===== config.mk =====
export PLATFORM = sky130hd
export DESIGN_NAME = div_unit
export DESIGN_NICKNAME = d
export VERILOG_FILES = /design/src/rtl/div_unit.sv
export SDC_FILE = /design/constraint.sdc
export NUM_CORES = 1
export LEC_CHECK = 0
export BUFFER_PORTS_ARGS = -buffer_cell sky130_fd_sc_hd__buf_4
export CAP_MARGIN = 20
export CORE_ASPECT_RATIO = 2
export CORE_MARGIN = 2
export CORE_UTILIZATION = 59
export DETAILED_ROUTE_END_ITERATION = 8
export PLACE_DENSITY_LB_ADDON = 0.12
export SYNTH_ARGS = -nofsm -noshare
export SYNTH_HDL_FRONTEND = slang
export SYNTH_SLANG_ARGS = --single-unit

===== constraint.sdc =====
create_clock -name clock -period 3.2 [get_ports clock]
set_clock_uncertainty 0.05 [all_clocks]
set_input_delay 0.48 -clock clock [delete_from_list [all_inputs] [get_ports clock]]
set_output_delay 0.48 -clock clock [all_outputs]
set_load 0.1 [all_outputs]

===== src/rtl/div_unit.sv =====
// Iterative restoring divider, one quotient bit per clock, fixed latency.
// Optional macro DIV_REMAINDER_EN adds iss_div_selrem to return the remainder.
module div_unit #(
    parameter int WIDTH = 32,
    parameter int CNT_W = 6
) (
    input  logic             clock,
    input  logic             reset,
    input  logic             iss_div_oper,
    input  logic             iss_div_unsig,
    input  logic [WIDTH-1:0] iss_div_rega,
    input  logic [WIDTH-1:0] iss_div_regb,
    input  logic [4:0]       iss_div_regdest,
    input  logic             iss_div_writereg,
`ifdef DIV_REMAINDER_EN
    input  logic             iss_div_selrem,
`endif
    output logic             div_iss_busy,
    output logic             div_wb_oper,
    output logic [4:0]       div_wb_regdest,
    output logic             div_wb_writereg,
    output logic [WIDTH-1:0] div_wb_wbvalue
);

    typedef enum logic [1:0] {
        IDLE = 2'd0,
        CALC = 2'd1,
        DONE = 2'd2
    } state_t;

    state_t           state_q, state_d;
    logic [CNT_W-1:0] cnt_q, cnt_d;
    logic [WIDTH-1:0] quo_q, quo_d;
    logic [WIDTH-1:0] rem_q, rem_d;
    logic [WIDTH-1:0] dvs_q, dvs_d;
    logic             qsign_q, qsign_d;
    logic             rsign_q, rsign_d;
    logic             dz_q, dz_d;
    logic [4:0]       rd_q, rd_d;
    logic             wr_q, wr_d;
`ifdef DIV_REMAINDER_EN
    logic             sel_q, sel_d;
`endif

    logic             wb_oper_q, wb_oper_d;
    logic [4:0]       wb_rd_q, wb_rd_d;
    logic             wb_wr_q, wb_wr_d;
    logic [WIDTH-1:0] wb_val_q, wb_val_d;

    logic             a_neg, b_neg;
    logic [WIDTH-1:0] a_mag, b_mag;
    logic [WIDTH:0]   rem_sh, diff;
    logic [WIDTH-1:0] q_fix;
`ifdef DIV_REMAINDER_EN
    logic [WIDTH-1:0] r_fix;
`endif

    // Operand magnitudes and one restoring subtract step on the live registers
    always_comb begin
        a_neg  = ~iss_div_unsig & iss_div_rega[WIDTH-1];
        b_neg  = ~iss_div_unsig & iss_div_regb[WIDTH-1];
        a_mag  = a_neg ? -iss_div_rega : iss_div_rega;
        b_mag  = b_neg ? -iss_div_regb : iss_div_regb;
        rem_sh = {rem_q, quo_q[WIDTH-1]};
        diff   = rem_sh - {1'b0, dvs_q};
        q_fix  = dz_q ? '1 : (qsign_q ? -quo_q : quo_q);
`ifdef DIV_REMAINDER_EN
        r_fix  = rsign_q ? -rem_q : rem_q;
`endif
    end

    // Next-state logic: capture, iterate, then publish the sign-fixed result
    always_comb begin
        state_d   = state_q;
        cnt_d     = cnt_q;
        quo_d     = quo_q;
        rem_d     = rem_q;
        dvs_d     = dvs_q;
        qsign_d   = qsign_q;
        rsign_d   = rsign_q;
        dz_d      = dz_q;
        rd_d      = rd_q;
        wr_d      = wr_q;
`ifdef DIV_REMAINDER_EN
        sel_d     = sel_q;
`endif
        wb_oper_d = 1'b0;
        wb_wr_d   = 1'b0;
        wb_rd_d   = wb_rd_q;
        wb_val_d  = wb_val_q;
        unique case (state_q)
            IDLE: begin
                if (iss_div_oper) begin
                    state_d = CALC;
                    cnt_d   = '0;
                    quo_d   = a_mag;
                    rem_d   = '0;
                    dvs_d   = b_mag;
                    qsign_d = a_neg ^ b_neg;
                    rsign_d = a_neg;
                    dz_d    = (iss_div_regb == '0);
                    rd_d    = iss_div_regdest;
                    wr_d    = iss_div_writereg;
`ifdef DIV_REMAINDER_EN
                    sel_d   = iss_div_selrem;
`endif
                end
            end
            CALC: begin
                if (!diff[WIDTH]) begin
                    rem_d = diff[WIDTH-1:0];
                    quo_d = {quo_q[WIDTH-2:0], 1'b1};
                end else begin
                    rem_d = rem_sh[WIDTH-1:0];
                    quo_d = {quo_q[WIDTH-2:0], 1'b0};
                end
                cnt_d = cnt_q + 1'b1;
                if (cnt_q == CNT_W'(WIDTH - 1)) begin
                    state_d = DONE;
                    cnt_d   = '0;
                end
            end
            DONE: begin
                state_d   = IDLE;
                wb_oper_d = 1'b1;
                wb_wr_d   = wr_q;
                wb_rd_d   = rd_q;
`ifdef DIV_REMAINDER_EN
                wb_val_d  = sel_q ? r_fix : q_fix;
`else
                wb_val_d  = q_fix;
`endif
            end
            default: state_d = IDLE;
        endcase
    end

    // State and datapath registers; reset aborts any op in flight
    always_ff @(posedge clock) begin
        if (reset) begin
            state_q   <= IDLE;
            cnt_q     <= '0;
            quo_q     <= '0;
            rem_q     <= '0;
            dvs_q     <= '0;
            qsign_q   <= 1'b0;
            rsign_q   <= 1'b0;
            dz_q      <= 1'b0;
            rd_q      <= '0;
            wr_q      <= 1'b0;
`ifdef DIV_REMAINDER_EN
            sel_q     <= 1'b0;
`endif
            wb_oper_q <= 1'b0;
            wb_rd_q   <= '0;
            wb_wr_q   <= 1'b0;
            wb_val_q  <= '0;
        end else begin
            state_q   <= state_d;
            cnt_q     <= cnt_d;
            quo_q     <= quo_d;
            rem_q     <= rem_d;
            dvs_q     <= dvs_d;
            qsign_q   <= qsign_d;
            rsign_q   <= rsign_d;
            dz_q      <= dz_d;
            rd_q      <= rd_d;
            wr_q      <= wr_d;
`ifdef DIV_REMAINDER_EN
            sel_q     <= sel_d;
`endif
            wb_oper_q <= wb_oper_d;
            wb_rd_q   <= wb_rd_d;
            wb_wr_q   <= wb_wr_d;
            wb_val_q  <= wb_val_d;
        end
    end

    assign div_iss_busy    = (state_q != IDLE);
    assign div_wb_oper     = wb_oper_q;
    assign div_wb_regdest  = wb_rd_q;
    assign div_wb_writereg = wb_wr_q;
    assign div_wb_wbvalue  = wb_val_q;

endmodule

# Yosys cells after proc, flatten, opt, wreduce, memory -nomap -nowiden
# Cells that the tools add are included.
op_classes:
  n_addsub: 5
  eq_ne: 5
  mux: 17
  n_reduce_logical: 8
  n_bitwise: 5
op_table:
  columns: ["operator", "n"]
  rows:
  - ["two-way mux 32 bit", 7]
  - ["case mux 32 bit (2 select lines)", 2]
  - ["negation 32 bit", 3]
  - ["subtractor 33 x 32 -> 33 bit", 1]
  - ["logical NOT 32 bit", 1]
  - ["two-way mux 6 bit", 2]
  - ["case mux 6 bit (2 select lines)", 1]
  - ["adder 6 x 1 -> 6 bit, second input constant", 1]
  - ["equality test 6 x 5 -> 1 bit, second input constant", 1]
  - ["AND reduction 2 bit", 3]
  - ["two-way mux 2 bit", 2]
  - ["!= test 2 bit, second input constant", 2]
  - ["case mux 2 bit (2 select lines)", 1]
  - ["nonzero test 2 bit", 2]
  - ["AND 1 bit", 2]
  - ["equality test 2 x 1 -> 1 bit, second input constant", 1]
  - ["equality test 2 bit, second input constant", 1]
  - ["logical NOT 2 bit", 1]
  - ["two-way mux 1 bit", 2]
  - ["inverter 1 bit", 2]
  - ["OR reduction 2 bit", 1]
  - ["XOR 1 bit", 1]
word_totals:
  register_bits: 151
  output_inout_bits: 40
  elab_cells: 53

# Depth between registers and ports, before layout
# Gate-level depths: netlist of run 1.
depth:
  depth_word: 5
  ltp_mapped: 13

# Least setup slack after synthesis of run 1
# Ideal clock, no wire load.
synth_timing:
  kind: "register to register"
  startpoint: "reg quo_q[31]"
  endpoint: "reg rem_q[11]"
  setup_slack_ps: 399
  arrival_ps: 2623
  stages_incl_launch_ff: 14
  setup_ps: 128
  period_less_slack_ps: 2801
  path_buffers: 1
  path_cell_list: "dfxtp_1 inv_1 ha_1 inv_1 fa_1 a211oi_1 o211ai_1 nand4_1 a21oi_1 nor3_1 xnor2_2 buf_2 mux2i_1 o21ai_0"
synth_between:
  elab_chain_cells: 3
synth_lines:
  columns: ["item", "line_no", "source"]
  rows:
  - ["start, declared", "33", "logic [WIDTH-1:0] quo_q, quo_d;"]
  - ["start signal, assigned", "161", "quo_q <= quo_d;"]
  - ["subtractor 33 x 32 -> 33 bit", "65", "diff = rem_sh - {1'b0, dvs_q};"]
  - ["two-way mux 32 bit", "110", "if (!diff[WIDTH]) begin"]
  - ["case mux 32 bit (2 select lines)", "91", "unique case (state_q)"]
  - ["end signal, assigned", "162", "rem_q <= rem_d;"]
  - ["end, declared", "34", "logic [WIDTH-1:0] rem_q, rem_d;"]
# No other way between the ends.
# A chain may end at the register's enable or synchronous reset.

# Worst setup path in the final report of run 1
layout_timing:
  startpoint: "reg dvs_q[13]"
  endpoint: "reg rem_q[20]"
layout_between:
  elab_chain_cells: 3
layout_lines:
  columns: ["item", "line_no", "source"]
  rows:
  - ["start, declared", "35", "logic [WIDTH-1:0] dvs_q, dvs_d;"]
  - ["start signal, assigned", "163", "dvs_q <= dvs_d;"]
  - ["subtractor 33 x 32 -> 33 bit", "65", null]
  - ["two-way mux 32 bit", "110", null]
  - ["case mux 32 bit (2 select lines)", "91", null]
# No other way between the ends.

==> key figures, run 1 <==
Global route
  – Global route total overflow: 0
  – Tot GR Track Use: between 30% and 40%
  – Initial antenna violation count: 0
  – First-pass GRT wire length: between 40 and 50 mm
  – Largest net degree at the start of global routing: 92
  – Vias in the first global route: 9,267

Clocking
  – Setup Fix Bufs, Post-CTS: 0
  – CTS Buf Count: 17
  – CTS tree: built
  – Root Driver: clkbuf_16
  – Max H-tree Level: 4
  – Clock transition at the registers of the reported paths: approximately 0.07 ns
  – Hold bufs inserted after CTS: 0
  – Sink Count: around 150
  – CTS resizes: 0
  – Clk Latency, worst-skew pair: 0.43 ns
  – Clk buf depth: 2

Critical path
  – Crit-path max FO: 18
  – CP Capture Type: flop
  – CP required: 3.46 ns
  – Critical path launch point type: flop
  – WS Path Type: flop to flop
  – CP arrival: 3.32 ns

Power
  – Peak supply drop: 0.362 mV
  – Pwr dens: 679 nW/um^2
  – Power Total: around 7500 uW
  – Static leakage: 0.00440 uW

Layout
  – Area grow syn2layout: 18.4%
  – Design area: 11,100 sq um
  – Fraction of layout cells with a size suffix above 1: 14.7%
  – Fin nets: 1,420
  – Fin cells: around 1,500
  – # diodes: 0

Detailed routing
  – Pre-Repair DR Iteration Count: 4
  – Antenna viol nets, final: 0
  – Initial DRC Count: just under 500
  – WL per Instance: 18.7 um
  – Via count: 9,374
  – DRC: 0
  – Vias/cell: between 6 and 7
  – Final wirelength: about 28 mm

Floorplanning
  – Die X: slightly above 90 um
  – Die footprint: 17,000 sq um
  – # IOs: around 110
  – Initial Utilization: about 60%
  – CORE AREA: 15,700 sq um
  – Row count: 65
  – Die H: 182 um

STA
  – Period Utilization, post-route: 95.8%
  – # setup viols final: 0
  – Slew margin rel.: 33.2%
  – Final Hold Viols: 0
  – Achievable clock frequency: 0.326 GHz
  – Tmin final: 3.06 ns
  – Least-Margin Pin Slew: 1.00 ns
  – Max-slew violations: 0

Placement
  – Final GP Congestion: 0.998
  – Area of placed instances: 10,400 sq um
  – Hpwl dp: around 21 mm
  – PortBufs: 113
  – Dpl cells: about 1,500

Yosys
  – Synth Area per Inst: ~7.7 sq um
  – Synthesized flop and latch total: 151
  – Net Count, Synth: around 1,300
  – Post-Syn Area: around 9400 sq um
  – EDFF count, synth: 0
  – Synth async-reset ratio: 0%
  – Synthesized instance count: between 1,000 and 1,500
  – Post-synth cell types: 61
  – Seq/Total Area, Yosys: 32.3%
  – Yosys warns: 0
  – Primary FF master, synth: dfxtp_1

Flow run
  – Max cap viols: 0

Outcome
  – Outcome: completed

Worst hold path
  – Hold Path Class: input pin to flop
-- cells in the final DEF (no fill, tap or decap), types with 25 or more instances in the layout --
cell	synthesis	final
inv_1	55	55
a211oi_1	26	25
mux2i_1	26	26
dfxtp_1	151	151
nor3_1	31	31
o22ai_1	33	33
nand2_1	150	150
xnor2_1	73	73
a22oi_1	29	29
xor2_1	41	41
buf_4	0	139
ha_1	36	36
a21oi_1	109	109
o21ai_0	79	79
nor2_1	113	111
-- per-stage QoR --
stage          TNS [ns]  setup slack (ns)  hold WS (ns)  utilization, %
6_report              0             0.135         0.247            70.6
5_1_grt         -0.0340           -0.0340         0.251            70.6
4_1_cts               0             0.249         0.233            70.5
3_5_place_dp          0             0.123         0.395            66.5
3_3_place_gp          0             0.147         0.389            66.5
2_1_floorplan         0             0.399         0.380               -
-- power by group --
group / total, uW / switching [uW] / internal (uW)
combinational: 3200 / 1790 / 1400
sequential: 2190 / 161 / 2030
clock: 2140 / 857 / 1280
-- routing by layer --
metal | track usage (%) | up-vias | wire, um
li1 | - | 4533 | -
met1 | 29.0 | 4379 | 9090
met2 | 66.1 | 322 | 15900
met3 | 4.91 | 140 | 1160
met4 | 24.6 | 0 | 2280
met5 | 0 | - | 0
-- kinds of logic (layout without fill, tap and decap cells) --
group | Yosys count | count (layout) | synth area share, %
adders and majority gates | 37 | 37 | 5.02
DFF | 151 | 151 | 32.3
AOI/OAI and AO/OA | 362 | 362 | 24.0
and+or+nand+nor | 403 | 403 | 19.9
muxes | 26 | 26 | 2.78
xor gates and xnor gates | 115 | 115 | 10.8
buffers and inverters | 128 | 228 | 5.18
-- flip-flops by register name (all words and copies together), names as in the netlist --
name             cells
rem_q               32
wr_q                 1
div_wb_wbvalue      32
div_wb_writereg      1
rd_q                 5
qsign_q              1
div_wb_oper          1
div_wb_regdest       5
dz_q                 1
dvs_q               32
quo_q               32
cnt_q                6
state_q              2
-- cells in the mapped netlist (all sizes together), types with 12 or more instances --
cell / number / area [sq um]
nand4: 13 / 81.3
xnor2: 74 / 656
nor2: 113 / 424
xor2: 41 / 359
o22ai: 33 / 206
nand2b: 12 / 75.1
dfxtp: 151 / 3020
a211oi: 27 / 208
a21oi: 109 / 546
o21ai: 81 / 405
o31ai: 19 / 156
nand3: 19 / 95.1
inv: 55 / 206
a22oi: 29 / 218
nand2: 150 / 563
mux2i: 26 / 260
ha: 36 / 450
clkbuf: 66 / 248
nor3: 31 / 155
nor4: 12 / 87.6
-- critical path: stages (launching register included) --
cell	delay, ns
dfxtp_1	0.34
inv_1	0.06
ha_1	0.36
nand3_1	0.19
o32ai_1	0.46
a32oi_1	0.21
a21oi_1	0.26
nor3_1	0.07
buf_4	0.16
xnor2_4	0.21
clkbuf_16	0.25
mux2i_1	0.23
o21ai_0	0.09
-- cell type report --
cell class	instances	area, sq um
multi-input combinational	943	5890
fill	1315	4610
sequential	151	3020
timing repair buffer	141	1090
clock buffer	20	457
tap	201	251
inverter	55	206
clock inverter	12	168
-- worst paths after layout --
kind	start	end	slack [ns]	cells past startpoint
worst max-delay path	dvs_q[13]$_SDFFE_PP0P_	rem_q[20]$_SDFFE_PP0P_	0.14	12
worst min-delay path	iss_div_regdest[3]	rd_q[3]$_SDFFE_PP0P_	0.25	3
worst max register to register	dvs_q[13]$_SDFFE_PP0P_	rem_q[20]$_SDFFE_PP0P_	0.14	12
worst min register to register	dvs_q[19]$_SDFFE_PP0P_	dvs_q[19]$_SDFFE_PP0P_	0.40	2
(Power assumes the default switching activity.)
==> inputs of run 2 (changes only) <==
ABC_AREA = 1   (was not set)
CORE_UTILIZATION = 60   (was 59)
==> run 2 against run 1 <==
- core utilization fell by 0.40 points
- critical path depth rose by 1
- sequential power rose by 4%
- power rose by 16%
- sequential share of layout area fell by 3.2 points
- area after synthesis rose by 17%
- combinational power rose by 37%
- critical path type unchanged
==> key figures, run 2 <==
Critical path
  – CP Capture Type: flop
  – WP buf/inv: 2
  – Crit path top cell by count: nand2_1
  – WP depth: 13
  – R2R Path Start: dvs_q[12]$_SDFFE_PP0P_
  – Crit-path max FO: 4
  – Critical path's largest stage delay: 0.43 ns
  – Crit path max-delay family: simple AND/OR/NAND/NOR gates
  – WS Path Type: flop to flop
  – Critical R2R Capture: rem_q[30]$_SDFFE_PP0P_
  – CP Launch Point: dvs_q[12]$_SDFFE_PP0P_
  – R2R setup slack: 0.38 ns
  – Critical path launch point type: flop
  – CP arrival: 3.06 ns
  – Critical-path top delay cell: and3_1
  – Worst path cell trace: inv_1 > ha_1 > nand2_1 > nor2_1 > buf_4 > and3_1 > nand2_1 > nand3_1 > nand2_1 > nand3_1 > nand3_1 > nand2_1 > a21oi_1
  – Worst-case reg-to-reg path depth: 13
  – CP required: ~3.5 ns

Yosys
  – Synth top area cells: dfxtp_1 28%, nand2_1 18%, inv_1 11%
  – Synth area leader: dfxtp_1
  – Synthesized instance count: ~1,800
  – Synth async-reset ratio: 0%
  – Area fraction of the dominant cell type after synthesis: 27.6%
  – Post-synth cell types: 45
  – Synthesized flop and latch total: 151
  – Post-Syn Area: 11,000 sq um
  – Primary FF master, synth: dfxtp_1
  – Net Count, Synth: between 1,500 and 2,000
  – Synth cell count leaders: 538 x nand2_1, 324 x inv_1, 166 x nor2_1
  – EDFF count, synth: 0
  – Seq/Total Area, Yosys: between 20 and 30%
  – Count leader, synth: nand2_1
  – Synth Area per Inst: 5.98 sq um
  – Yosys warns: 0

Detailed routing
  – Antenna viol nets, final: 0
  – Via count: 12,400
  – Initial DRC Count: 668
  – DRC: 0
  – Pre-Repair DR Iteration Count: 7
  – Vias/cell: about 5.8
  – Final wirelength: 39.5 mm
  – WL per Instance: 18.4 um

STA
  – Tmin final: 2.82 ns
  – Setup TNS: 0 ns
  – Max-slew violations: 0
  – Period Utilization, post-route: 88.0%
  – # setup viols final: 0
  – Unrepaired setup endpoints after global routing: no
  – Slew margin rel.: 38.8%
  – Achievable clock frequency: 0.355 GHz
  – Final Hold Viols: 0
  – Least-Margin Pin Slew: 0.916 ns

Flow run
  – Max cap viols: 0

Clocking
  – Clk buf depth: 2
  – CTS tree: built
  – CTS resizes: 0
  – Sink Count: 151
  – CTS Buf Count: 17
  – Clock transition at the registers of the reported paths: 0.07 ns
  – Hold bufs inserted after CTS: 0
  – Root Driver: clkbuf_16
  – Clk Latency, worst-skew pair: 0.44 ns
  – Setup Fix Bufs, Post-CTS: 0
  – Max H-tree Level: 4

Outcome
  – Outcome: completed

Global route
  – Largest net degree at the start of global routing: 78
  – Tot GR Track Use: 41.1%
  – First-pass GRT wire length: between 60 and 70 mm
  – Global route total overflow: 0
  – Vias in the first global route: ~12,000
  – Initial antenna violation count: 0

Layout
  – Commonest non-fill, non-tap cells in the layout: 538 x nand2_1, 323 x inv_1, 164 x nor2_1
  – # fillers: approximately 1,700
  – Commonest non-fill, non-tap cell in the layout: nand2_1
  – Footprint of the multi-input gates: 6430 sq um
  – Fin nets: just over 2,000
  – Fraction of layout cells with a size suffix above 1: 10.4%
  – Fin cells: about 2,100
  – Design area: 12,600 sq um
  – FF+latch area: 3020 sq um
  – Area grow syn2layout: 14.6%
  – # diodes: 0

Floorplanning
  – Initial Utilization: 61.3%
  – CORE AREA: 17,900 sq um
  – Die X: roughly 100 um
  – Die footprint: around 19,000 sq um
  – Die H: just under 200 um
  – Row count: 69
  – # IOs: 114

Placement
  – PortBufs: 113
  – Dpl cells: roughly 2,100
  – Area of placed instances: roughly 12,000 sq um
  – Hpwl dp: 30.7 mm
  – Final GP Congestion: 1.08

Power
  – Static leakage: roughly 0.0064 uW
  – Pwr dens: 697 nW/um^2
  – Peak supply drop: 0.511 mV

Worst hold path
  – Hold worst-path end: rd_q[0]$_SDFFE_PP0P_
  – Hold path startpoint: iss_div_regdest[0]
  – Hold Path Class: input pin to flop
  – Hold depth: 3
==> run 2: changes by cell type after synthesis, moves of 18 or more <==
| cell | change |
|---|---|
| nand2_1 | +388 |
| inv_1 | +269 |
| nand3_1 | +108 |
| xnor2_1 | -58 |
| nor2_1 | +53 |
| o22ai_1 | -33 |
| a211oi_1 | -26 |
| clkbuf_1 | -26 |
| mux2i_1 | -26 |
| o221ai_1 | +18 |
==> run 2: where the power goes <==
part	total (uW)	leakage, uW	switching [uW]	internal (uW)
logic	4390	0.00489	3090	1300
registers	2270	0.00123	194	2080
clock network	2080	0.000297	889	1190
total	8740	0.00642	4170	4570
==> run 2: worst register-to-register path, stage by stage, from the launching register on <==
cell	delay (ns)
dfxtp_1	0.36
inv_1	0.06
ha_1	0.36
nand2_1	0.18
nor2_1	0.14
buf_4	0.16
and3_1	0.43
nand2_1	0.10
nand3_1	0.35
nand2_1	0.13
nand3_1	0.12
nand3_1	0.10
nand2_1	0.09
a21oi_1	0.06
==> run 2: layout make-up <==
cell class,count,share of cell area (%)
Clock buffer,18,3.50
Sequential cell,151,24.1
Tap cell,213,2.12
Clock inverter,14,1.35
Inverter,326,9.75
Timing Repair Buffer,131,7.93
Multi-Input combinational cell,1294,51.3
==> run 2: routing by layer <==
layer  global-route usage [%]  routed length (um)
met1                     33.3               11700
met2                     76.7               20800
met3                     8.16                2170
met4                     40.8                4800
met5                        0                   0
==> run 2: worst max path at each step <==
stage / endpoint / slack [ns]
final: rem_q[30]$_SDFFE_PP0P_ / 0.38
after global routing: rem_q[9]$_SDFFE_PP0P_ / 0.22
after CTS: rem_q[5]$_SDFFE_PP0P_ / 0.50
after detailed placement: rem_q[4]$_SDFFE_PP0P_ / 0.56
after global placement: dvs_q[26]$_SDFFE_PP0P_ / 0.60
after floorplan: rem_q[3]$_SDFFE_PP0P_ / 1.02
==> run 2: per-stage QoR <==
step	hold WS, ns	util, %	setup slack, ns	total power [uW]
floorplan	0.366	-	1.02	5330
global placement	0.372	66.8	0.597	6490
detailed placement	0.388	66.8	0.561	6530
CTS	0.263	70.2	0.502	8620
global route	0.284	70.2	0.220	9260
finish	0.267	70.2	0.385	8740
==> run 2: cell families after synthesis <==
logic type,count (synthesis),share of synthesized area [%]
fa+ha+maj,37,4.30
flops,151,27.6
simple gates,916,34.9
xor+xnor,48,3.84
buf+inv,387,13.8
compound gates,293,15.6
